==> src/rtl/load_data_extract_reg.sv <==
// load_data_extract_reg
// MEM/WB pipeline register for loads. It takes the data-memory read word, the
// byte offset and the load type. It extracts and extends the byte, half or word,
// flags misaligned loads and registers the result for write-back. The w_*
// outputs are driven directly from flops, so the latency is one clock.

module load_data_extract_reg #(
    parameter int REG_AW = 5
) (
    input  logic              clk,
    input  logic              reset,       // asynchronous, active-low
    input  logic              stall,
    input  logic              flush,
    input  logic              m_valid,
    input  logic [31:0]       m_rdata,
    input  logic [1:0]        m_addr_lo,
    input  logic [2:0]        m_load_op,
    input  logic [REG_AW-1:0] m_rd,
    input  logic              m_regwrite,
    output logic              w_valid,
    output logic [31:0]       w_data,
    output logic [REG_AW-1:0] w_rd,
    output logic              w_regwrite,
    output logic              w_misalign
);

    typedef enum logic [2:0] {
        OP_NONE = 3'd0,
        OP_LW   = 3'd1,
        OP_LB   = 3'd2,
        OP_LBU  = 3'd3,
        OP_LH   = 3'd4,
        OP_LHU  = 3'd5
    } load_op_e;

    load_op_e    op;
    logic [7:0]  byte_sel;
    logic [15:0] half_sel;
    logic [31:0] ext_data;
    logic        misalign;
    logic        regwrite_next;

    // Encodings 6 and 7 have no enum member. They fall into the default arm below
    // and behave like NONE.
    assign op = load_op_e'(m_load_op);

    // Little-endian lane selection: choose the byte at the offset and the half
    // selected by offset bit 1.
    always_comb begin
        // NOTE: every signal assigned in always_comb gets a default before the
        // case. A path that leaves one unassigned would infer a latch.
        byte_sel = m_rdata[7:0];
        unique case (m_addr_lo)
            2'd0: byte_sel = m_rdata[7:0];
            2'd1: byte_sel = m_rdata[15:8];
            2'd2: byte_sel = m_rdata[23:16];
            2'd3: byte_sel = m_rdata[31:24];
        endcase
        half_sel = m_addr_lo[1] ? m_rdata[31:16] : m_rdata[15:0];
    end

    // Extend the selected lane and detect misalignment. A misaligned load is
    // zeroed and never qualifies a register write.
    always_comb begin
        ext_data = m_rdata;
        misalign = 1'b0;
        case (op)
            OP_LW: begin
                ext_data = m_rdata;
                misalign = (m_addr_lo != 2'd0);
            end
            OP_LB:  ext_data = {{24{byte_sel[7]}}, byte_sel};
            OP_LBU: ext_data = {24'd0, byte_sel};
            OP_LH: begin
                ext_data = {{16{half_sel[15]}}, half_sel};
                misalign = m_addr_lo[0];
            end
            OP_LHU: begin
                ext_data = {16'd0, half_sel};
                misalign = m_addr_lo[0];
            end
            default: ext_data = m_rdata;
        endcase
        if (misalign) begin
            ext_data = 32'd0;
        end
        regwrite_next = m_valid & m_regwrite & ~misalign & (m_rd != '0);
    end

    // Stage register. Reset and flush load a bubble. Stall holds the stage.
    // Otherwise the stage captures the MEM inputs, or a bubble if m_valid is low.
    always_ff @(posedge clk or negedge reset) begin
        // NOTE: sequential state uses non-blocking assignments. Every flop then
        // samples its pre-edge inputs, whatever order the statements are in.
        if (!reset) begin
            w_valid    <= 1'b0;
            w_data     <= 32'd0;
            w_rd       <= '0;
            w_regwrite <= 1'b0;
            w_misalign <= 1'b0;
        end else if (flush) begin
            w_valid    <= 1'b0;
            w_data     <= 32'd0;
            w_rd       <= '0;
            w_regwrite <= 1'b0;
            w_misalign <= 1'b0;
        end else if (!stall) begin
            if (m_valid) begin
                w_valid    <= 1'b1;
                w_data     <= ext_data;
                w_rd       <= m_rd;
                w_regwrite <= regwrite_next;
                w_misalign <= misalign;
            end else begin
                w_valid    <= 1'b0;
                w_data     <= 32'd0;
                w_rd       <= '0;
                w_regwrite <= 1'b0;
                w_misalign <= 1'b0;
            end
        end
    end

endmodule

==> config.mk <==
export PLATFORM = sky130hd
export DESIGN_NAME = load_data_extract_reg
export DESIGN_NICKNAME = d
export VERILOG_FILES = /design/src/rtl/load_data_extract_reg.sv
export SDC_FILE = /design/constraint.sdc
export NUM_CORES = 1
export LEC_CHECK = 0
export ABC_AREA = 1
export CORE_ASPECT_RATIO = 1.2
export CORE_MARGIN = 2
export CORE_UTILIZATION = 45
export CTS_CLUSTER_SIZE = 8
export DETAILED_ROUTE_END_ITERATION = 7
export PLACE_DENSITY_LB_ADDON = 0.1
export RECOVER_POWER = 50
export SLEW_MARGIN = 20
export SYNTH_ARGS = -nofsm -noshare
export SYNTH_HDL_FRONTEND = slang
export SYNTH_SLANG_ARGS = --single-unit
==> constraint.sdc <==
create_clock -name clk -period 0.9 [get_ports clk]
set_input_delay 0.18 -clock clk [delete_from_list [all_inputs] [get_ports clk]]
set_output_delay 0.18 -clock clk [all_outputs]
set_load 0.02 [all_outputs]
==> flow_summary.yaml <==
run_status:
  status: "finished with violations"
  violations: "negative setup slack"
floorplan:
  start_util_pct: 46.9
  fp.coreArea_um2: 5330
  chipWidth_um: 72.1
  die_h_um: 85.7
  ioPinCount: 88
  dieArea_um2: 6170
  fp-row-count: 29
sta:
  skew_ns: 0
  setup_viol: 69
  worst_pin_slew_ns: 0.389
  fmax_ghz: 0.930
  period_needed_ns: 1.07
  slew_headroom_pct: 74.0
  timing.final.crit_share_pct: 119
  drv_slew: 0
  worst_slack_ns: -0.175
  finalHoldViolCount: 0
  grt_setup_unrepaired: "yes"
yosys:
  synth-async-reset-ratio_pct: 100
  yosys.area_share.simple_pct: 45.3
  netlist_area_um2: 2500
  synth_edf_count: 0
  yosysMostFrequentCell: "nand2_1"
  ys.flop_type: "dfrtp_1"
  synthMuxAreaShare_pct: 0
  syn_nets: 422
  synth_top_area_share_pct: 40.0
  synth_area_leaders: "dfrtp_1 40%, nand2_1 22%, nand3_1 10%"
  synth_cell_types: 26
  synthAdderAreaFrac_pct: 0.500
  synth-compound-area-share_pct: 3.30
  synth_top_family_by_area: "simple AND/OR/NAND/NOR gates"
  netlist_instances: 373
  synth_warnings: 0
  synth_seq_cells: 40
  synth.avg_cell_area_um2: 6.71
  synth_largest_area_cell: "dfrtp_1"
  synth-xor-area-share_pct: 0
  yosysSeqAreaShare_pct: 40.0
  synth_commonest_cells: "148 x nand2_1, 54 x nor2_1, 50 x nand3_1, 40 x dfrtp_1, 32 x inv_1"
clocking:
  clk_path_buf_depth: 2
  cts.sinks: 40
  root_buffer: "clkbuf_8"
  cts_tree: "yes"
  htree_levels: 2
  numCtsBuffers: 5
  clk_pin_slew_ns: 0.10
  clk_latency_ns: 0.30
global_routing:
  use_met1_pct: 35.3
  met3_usage_pct: 4.11
  grt_pass1_wl_mm: 14.4
  busiest_layer: "met2"
  grt_use_total_pct: 29.8
  grt_antenna_before_repair: 0
  grt_max_degree: 41
  grt_overflow: 0
  grt_pass1_vias: 3021
  use_met2_pct: 55.6
place:
  port_buffers: 87
  post-dp-hpwl_mm: 5.41
  placed_area_um2: 3810
  gp_routability_congestion: 0.891
  dp_slack_ns: -0.871
drt:
  via_count: 3429
  drtAntennaViolNets: 0
  drt-total-wl_mm: 11.8
  drtPass1Iterations: 5
  drc_errors: 0
  wl_per_cell_um: 19.9
  initialDrtViolationCount: 328
  via_per_inst: 5.78
final_layout:
  drive_gt1_share_pct: 47.6
  antenna_cells: 0
  final_net_count: 579
  syn2layout_area_growth_pct: 94.0
  post-route-cell-area_um2: 4850
critical_path:
  cp_slowest_cell: "dfrtp_1"
  path_max_fanout: 2
  worstSetupStartpointType: "flip-flop"
  slowest_delay_ns: 0.43
  critPathArrivalTime_ns: 0.89
  required_ns: 0.72
  crit_path_cell_trace: "buf_6"
  worstSetupEndpointType: "primary output"
  path_class: "reg -> out"
  crit_buf_inv: 1
  cpLargestDelayFamily: "flip-flops"
flow_run:
  cap_viol_max_count: 0
pwr:
  p_leak_nw: 2.69
  peakVddDrop_v: 0.000797
  p_per_area_nw_per_um2: 1080
worst_hold_path:
  hold_path_class: "in -> reg"
==> repair_timing <==
action / 4_1_cts / 5_1_grt
pin swaps: 20 / 45
endpoints found under the hold margin: 40 / 0
gates resized for setup: 341 / 132
hold buffers: 1 / 0
buffers inserted: 18 / 17
endpoints found under the setup margin: 80 / 74
gates cloned: 4 / 3
==> worst register-to-register path: stages (launching register included) <==
cell	delay [ns]
dfrtp_1	0.42
buf_4	0.14
buf_4	0.12
nand2_1	0.07
nand2_1	0.06
==> final cells by class <==
type | instances | area, um^2
multi-input combinational | 282 | 1720
sequential | 40 | 1000
inverter | 36 | 193
timing repair buffer | 165 | 1770
clock buffer | 5 | 68.8
tap | 62 | 77.6
clock inverter | 3 | 18.8
fill | 229 | 482
==> cell families after synthesis <==
logic type | after synthesis
AOI/OAI and AO/OA | 15
DFF | 40
adders and majority gates | 1
and+or+nand+nor | 264
buffers and inverters | 53
==> worst paths after layout <==
check | startpoint | to | slack [ns] | cells past startpoint
max reg2reg | w_data[27] | w_data[27] | -0.03 | 4
min in group asynchronous | reset | w_data[19] | 0.41 | 3
max in group asynchronous | reset | w_data[11] | 0.19 | 3
max | w_rd[2] | w_rd[2] | -0.17 | 1
min | m_rdata[9] | w_data[9] | 0.27 | 5
min reg2reg | w_data[6] | w_data[6] | 0.51 | 2
==> power breakdown <==
group,switching [mW],internal [mW]
registers,0.0622,1.87
logic,1.09,0.926
clock network,0.748,0.543
==> registers in the layout (all words and copies together) (netlist names) <==
name and cells:
w_data 32, w_rd 5, w_misalign 1, w_regwrite 1, w_valid 1
==> routing by layer <==
layer / part of all wire, % / routed length, um
met1: 36 / 4270
met2: 49 / 5790
met3: 9.8 / 1150
met4: 5.0 / 588
met5: 0 / 0
==> placed cells by master (no fill, tap or decap), drive strengths merged <==
cell type      netlist  layout
nor2                57      57
ha                   1       1
a21oi                2       2
clkdlybuf4s15        0       1
dlygate4sd2          0       4
clkinv               0       4
nor3                 1       1
dlygate4sd3          0       1
clkdlybuf4s50        0       6
dlymetal6s2s         0      25
nand2              151     153
dfrtp               40      40
or2                  1       1
a22o                 2       2
nand4                2       2
nand3               52      52
buf                  9     120
o21ai               11      11
inv                 36      35
clkbuf               7      13
==> metrics by stage <==
step / util (%) / total power, mW / setup TNS (ns) / std cells / hold WS [ns]
3_5_place_dp: 71.4 / 3.32 / -38.93 / 548 / 0.167
3_3_place_gp: 71.4 / 3.30 / -36.84 / 548 / 0.167
2_1_floorplan: - / 2.65 / -5.50 / 373 / -0.116
6_report: 91.0 / 5.24 / -5.84 / 593 / 0.271
5_1_grt: 91.0 / 5.39 / -7.30 / 593 / 0.315
4_1_cts: 82.0 / 4.81 / -6.78 / 577 / 0.350
Note: power is estimated with default switching activity, not from simulation.
